## src/rtl/flag_pkg.sv

```systemverilog
// flag_pkg: NZCV bit positions, condition codes and scheduler states.
package flag_pkg;
  localparam int FLAG_N = 3;
  localparam int FLAG_C = 2;
  localparam int FLAG_V = 1;
  localparam int FLAG_Z = 0;
  typedef enum logic [3:0] {
    EQ, NE, HS, LO, MI, PL, VS, VC, HI, LS, GE, LT, GT, LE, AL, NV
  } cond_e;
  typedef enum logic {IDLE, WAIT} state_e;
endpackage

```

## src/rtl/cond_eval.sv

```systemverilog
// cond_eval: evaluates an ARM condition code against NZCV flags.
module cond_eval
  import flag_pkg::*;
(
  input  logic [3:0] cond,
  input  logic [3:0] flags,
  output logic       cond_true
);
  logic n, c, v, z, base;
  cond_e code;
  assign {n, c, v, z} = {flags[FLAG_N], flags[FLAG_C], flags[FLAG_V], flags[FLAG_Z]};
  assign code = cond_e'(cond);
  // odd codes invert their even partner, except NV which stays always-true like AL
  always_comb begin
    base = code[3:1] == EQ[3:1] ? z :
           code[3:1] == HS[3:1] ? c :
           code[3:1] == MI[3:1] ? n :
           code[3:1] == VS[3:1] ? v :
           code[3:1] == HI[3:1] ? c & ~z :
           code[3:1] == GE[3:1] ? n == v :
           code[3:1] == GT[3:1] ? ~z & (n == v) : 1'b1;
    cond_true = (code[0] && code != NV) ? ~base : base;
  end
endmodule

```

## src/rtl/flag_sched.sv

```systemverilog
// flag_sched: stalls a B.cond sitting behind an in-flight flag setter and resolves it against NZCV.
module flag_sched
  import flag_pkg::*;
#(
  parameter int CNT_W = 16
) (
  input  logic             clk,
  input  logic             reset,
  input  logic             id_valid,
  input  logic             id_sets_flags,
  input  logic             id_is_bcond,
  input  logic [3:0]       id_cond,
  input  logic             stall_in,
  input  logic             flush,
  input  logic [3:0]       flags_q,
  output logic             flag_we,
  output logic             stall_out,
  output logic             br_taken,
  output logic [CNT_W-1:0] stall_cnt
);
  logic ex_valid_q, ex_sets_q, cond_ok;
  state_e state_q, state_d;
  cond_eval u_cond (.cond(id_cond), .flags(flags_q), .cond_true(cond_ok));
  always_ff @(posedge clk) begin
    if (reset) begin
      ex_valid_q <= 1'b0;
      ex_sets_q  <= 1'b0;
      stall_cnt  <= '0;
    end else begin
      ex_valid_q <= (flush | stall_in | stall_out) ? 1'b0 : id_valid;
      ex_sets_q  <= (flush | stall_in | stall_out) ? ex_sets_q : id_sets_flags;
      stall_cnt  <= (stall_out && !(&stall_cnt)) ? stall_cnt + 1'b1 : stall_cnt;
    end
  end
  always_ff @(posedge clk) begin
    if (reset) state_q <= IDLE;
    else state_q <= state_d;
  end
  always_comb begin
    state_d = (state_q == IDLE && stall_out) ? WAIT : IDLE;
  end
  // no EX flag forwarding: a B.cond behind a setter always waits for flags_q
  always_comb begin
    flag_we   = ex_valid_q & ex_sets_q;
    stall_out = (state_q == IDLE) & id_valid & id_is_bcond & ex_valid_q & ex_sets_q & ~flush;
    br_taken  = id_valid & id_is_bcond & ~stall_out & ~stall_in & ~flush & cond_ok;
  end
endmodule

```

## config.mk

```make
export PLATFORM = sky130hd
export DESIGN_NAME = flag_sched
export DESIGN_NICKNAME = d
export VERILOG_FILES = /design/src/rtl/flag_pkg.sv /design/src/rtl/cond_eval.sv /design/src/rtl/flag_sched.sv
export SDC_FILE = /design/constraint.sdc
export NUM_CORES = 1
export LEC_CHECK = 0
export CORE_MARGIN = 2
export CORE_UTILIZATION = 41
export CTS_CLUSTER_SIZE = 20
export DETAILED_ROUTE_END_ITERATION = 6
export PLACE_DENSITY = 0.75
export SKIP_CTS_REPAIR_TIMING = 1
export SYNTH_ARGS = -nofsm -noshare
export SYNTH_HDL_FRONTEND = slang
export SYNTH_HIERARCHICAL = 1
export SYNTH_SLANG_ARGS = --single-unit
```

## constraint.sdc

```tcl
create_clock -name clk -period 1.5 [get_ports clk]
set_input_delay 0.3 -clock clk [delete_from_list [all_inputs] [get_ports clk]]
set_output_delay 0.3 -clock clk [all_outputs]
set_load 0.005 [all_outputs]
```

# After elaboration in Yosys (flattened, before gate mapping)
# Cells that the tools add are included.
# op_classes
n_mux	9
n_eq_ne	8
add_sub_neg	1
n_bitwise	21
n_reduce_logical	7
# ops
op	n
16-bit by 1-bit adder with 16-bit output, second input constant	1
16-bit AND reduction	1
1-bit AND	13
3-bit == test, second input constant	3
1-bit 2-to-1 mux	9
3-bit by 2-bit == test with 1-bit output, second input constant	2
1-bit inverter	6
4-bit != test, second input constant	1
3-bit by 1-bit == test with 1-bit output, second input constant	1
1-bit logical AND	3
3-bit logical NOT	1
1-bit OR	2
2-bit OR reduction	1
1-bit == test	1
1-bit logical NOT	1
# totals
reg_bits	19
output_inout_bits	19
wordCells	50
input_bits	15

# Longest topological paths before layout
# Gate-level depths: netlist of the first run.
# depth
depth_word	12
depth_mapped	6
depth_no_buf	6

# Hierarchy
# The synthesis of the first run kept the hierarchy.
# modules_own_cells
module	seq_area_each_um2	cells_per_inst	area_each_um2	n_inst
flag_sched	380.4	117	993.5	1
cond_eval	0.0	16	100.1	1

# Worst setup path after synthesis of the first run
# OpenSTA, ideal clock, no wires.
# synth_timing
path_kind	input port to flip-flop
startpoint	input port flush
endpoint	register stall_cnt[15]
t_arrival_ns	1.482
n_path_buf	1
cell_stages	5
t_required_ns	1.379
setup_ns	0.121
slack_ns	-0.102
path_cell_list	and4bb_2 -> nand3_1 -> buf_2 -> nor4_1 -> mux2_2
# synth_between
elab_chain_len	3
# synth_lines
item	line_no	text
start, declared	flag_sched.sv:14	input logic flush,
1-bit inverter	flag_sched.sv:45	stall_out = (state_q == IDLE) & id_valid & id_is_bcond & ex_valid_q & ex_sets_q & ~flush;
1-bit AND	flag_sched.sv:45	
1-bit logical AND	flag_sched.sv:32	stall_cnt <= (stall_out && !(&stall_cnt)) ? stall_cnt + 1'b1 : stall_cnt;
end signal, assigned	flag_sched.sv:32	
end, declared	flag_sched.sv:19	output logic [CNT_W-1:0] stall_cnt
# Every way passes these cells.
# A chain may end at the register's enable or synchronous reset.

# Worst setup path after layout of the first run
# layout_timing
startpoint	register state_q
endpoint	register stall_cnt[14]
# layout_between
elab_chain_len	7
# layout_lines
item	line_no	text
start, declared	flag_sched.sv:22	state_e state_q, state_d;
start signal, assigned	flag_sched.sv:37	else state_q <= state_d;
1-bit inverter	flag_sched.sv:45	
1-bit AND (5 in series)	flag_sched.sv:45	
1-bit logical AND	flag_sched.sv:32	
# Every way passes these cells.

==> impl_metrics.toml, run 1 <==
[route]
wirelength_mm = 5.15
postRouteAntennaNets = 0
avgViaCountPerCell = 6.37
avgRoutedWirePerCell_um = 20.5
drc_errors = 0
vias = 1599
drt_iter0_markers = 122
dr.pass1.iters = 5

[worst_setup_path]
cp_max_fo = 5
cpPeakStageDelay_ps = 580
crit_path_cell_trace = "and4bb_2 > buf_6 > nand4_4 > or4_4 > a21oi_4"
slowest_stage = "or4_4"
critPathLaunchType = "flip-flop"
critPathKind = "reg2reg"
end_kind = "flip-flop"
required_ps = 1730
crit_arrival_ps = 1940

[synth]
ys_ff_latch = 19
yosys.area.top_type = "dfxtp_1"
synthTopCellsByArea = "dfxtp_1 35%, o31ai_1 5.5%, or4_1 5.5%"
syn_nets = 149
yosysSeqAreaShare = 0.348
syn_area_per_cell_um2 = 8.22
synth_area_um2 = 1090
syn_inst = 133
synth_top_area_share = 0.348
synth_warnings = 6
ys_types = 38

[global_route]
gr-total-overflow = 0
grt_max_degree = 22
grt_pass1_vias = 1237
antenna_found_initial = 0
grt_pass1_wl_mm = 5.36
track_usage = 0.210

[power_and_ir_drop]
p_sw_frac = 0.262
peakVddDrop_v = 0.000654
power.total_uw = 896
p_int_uw = 661
power.density_nw_per_um2 = 410
power.leakage_nw = 1.21
combPwrFrac = 0.134
p_clk_frac = 0.307
switchingPower_uw = 235
seqPwrFrac = 0.558

[hold_path]
hold_class = "in2reg"

[cells_and_area]
n_antenna_cell = 0
drive_above_1_share = 0.520
final_util = 0.874
fin_area_um2 = 2190
fill_cells = 122
fin_nets = 238
area_growth_pct = 99.9

[status]
status = "finished, violations left"
failed_checks = "setup timing"

[floorplanning]
die_h_um = 55.6
initial_core_util = 0.437
dieArea_um2 = 3100
ios = 34
core_um2 = 2500
rows = 18
die_x_um = 55.6

[cts]
cts.path.max_buffers = 2
cts_tree = "built"
clkSinkCount = 19
cts_root_buf = "clkbuf_4"
clk_pin_slew_ps = 130
htreeDepth = 1
cts_made_buffers = 3
clk_latency_ps = 310

[placed_design]
hpwlAfterDp_mm = 2.50
place.gp.congestion = 0.838
port_buffers = 33
postPlaceCellArea_um2 = 1800

[timing]
whs_ps = 287
hold_viol = 0
setup_viol = 18
fin_crit_ps = 1710
slew-limit-headroom = 0.681
skew_ps = 16.0
rsz0062_at_grt = "yes"
drv_slew = 0
tightest_slew_ps = 477
fmax_ghz = 0.584
setup_tns_ps = -2540
fin_ws_ps = -213
min_period_over_period = 1.14

[run]
maxCapViolations = 0
cell usage after synthesis (all sizes together):
cell     n
nor2b    4
mux2i    2
buf      2
o22ai    2
nor3b    2
dfxtp   19
nor3     3
and3     1
nor4     4
o21ai    3
nand4    5
o41ai    1
a21oi   11
and2     3
or3      1
o211ai   1
nand2   12
o311a    1
clkbuf   3
o21bai   1
nor2    10
and4     2
and4bb   1
a211o    1
inv      5
xor2     2
ha       1
a32oi    1
mux2     3
or4      8
o31ai    8
nand3    9
o311ai   1
power groups by stage:
stage	clock network [mW]	logic [mW]	registers, mW
floorplan	0	0.0377	0.519
global placement	0	0.107	0.519
detailed placement	0	0.112	0.519
CTS	0.271	0.112	0.507
global route	0.293	0.127	0.500
finish	0.275	0.120	0.500
state kept, by name, indices dropped and copies added (netlist names):
name,flops
ex_sets_q,1
state_q,1
stall_cnt,16
ex_valid_q,1
layout by cell type (no fill, tap or decap), drive strengths merged, types with 5 or more instances in the layout:
| master | instances |
|---|---|
| buf | 57 |
| dlymetal6s2s | 22 |
| dfxtp | 19 |
| nand2 | 12 |
| a21oi | 11 |
| nor2 | 10 |
| nand3 | 9 |
| o31ai | 8 |
| or4 | 8 |
| clkbuf | 7 |
| nand4 | 6 |
| clkdlybuf4s50 | 5 |
| inv | 5 |
worst max-delay path, delay by kind of cell (launching register included):
| family | cells | cell delay, ps |
|---|---|---|
| DFF | 1 | 330 |
| and+or+nand+nor | 3 | 1030 |
| AOI/OAI and AO/OA | 1 | 140 |
| buffers and inverters | 1 | 150 |
kinds of logic (layout without fill, tap and decap cells):
kind of cell / Yosys count / in the layout / share of synthesized area
simple gates: 65 / 66 / 0.348
compound gates: 31 / 31 / 0.185
flops: 19 / 19 / 0.348
buf+inv: 10 / 97 / 0.0423
mux: 5 / 5 / 0.0492
xor+xnor: 2 / 2 / 0.0160
fa+ha+maj: 1 / 1 / 0.0114
metal layers:
| metal | share of wire | track usage | vias to the layer above |
|---|---|---|---|
| met5 | 0 | 0 | - |
| met4 | 0.055 | 0.0557 | 0 |
| met3 | 0.063 | 0.0488 | 36 |
| met2 | 0.50 | 0.361 | 97 |
| met1 | 0.39 | 0.264 | 768 |
| li1 | - | - | 698 |
worst paths after layout:
check               start            end  slack (ps)  depth (start not counted)
max               state_q  stall_cnt[14]        -210                          5
min reg2reg  stall_cnt[6]   stall_cnt[6]         530                          2
min              id_valid     ex_valid_q         290                          2
max reg2reg       state_q  stall_cnt[14]        -210                          5
layout make-up:
cell class	count	area, µm²	share of cell area
clock buffers	3	22.5	0.0103
inverters	5	18.8	0.00859
multi-input cells	105	862	0.394
repair buffers	88	828	0.379
flip-flops and latches	19	412	0.188
well taps	30	37.5	0.0172
clock inverters	1	5.00	0.00229
through the flow:
| step | std cells | worst slack [ps] |
|---|---|---|
| floorplan | 133 | -42.6 |
| global placement | 233 | -881 |
| detailed placement | 233 | -932 |
| CTS | 237 | -938 |
| global route | 251 | -294 |
| finish | 251 | -213 |
Note: power is estimated with default switching activity, not from simulation.
==> run 2, diff against run 1 <==
Settings changed: CTS_CLUSTER_DIAMETER from default to 80, HOLD_SLACK_MARGIN from default to 0.06.
==> results of run 2 <==
Final layout, timing and power as in run 1 (identical DEF).
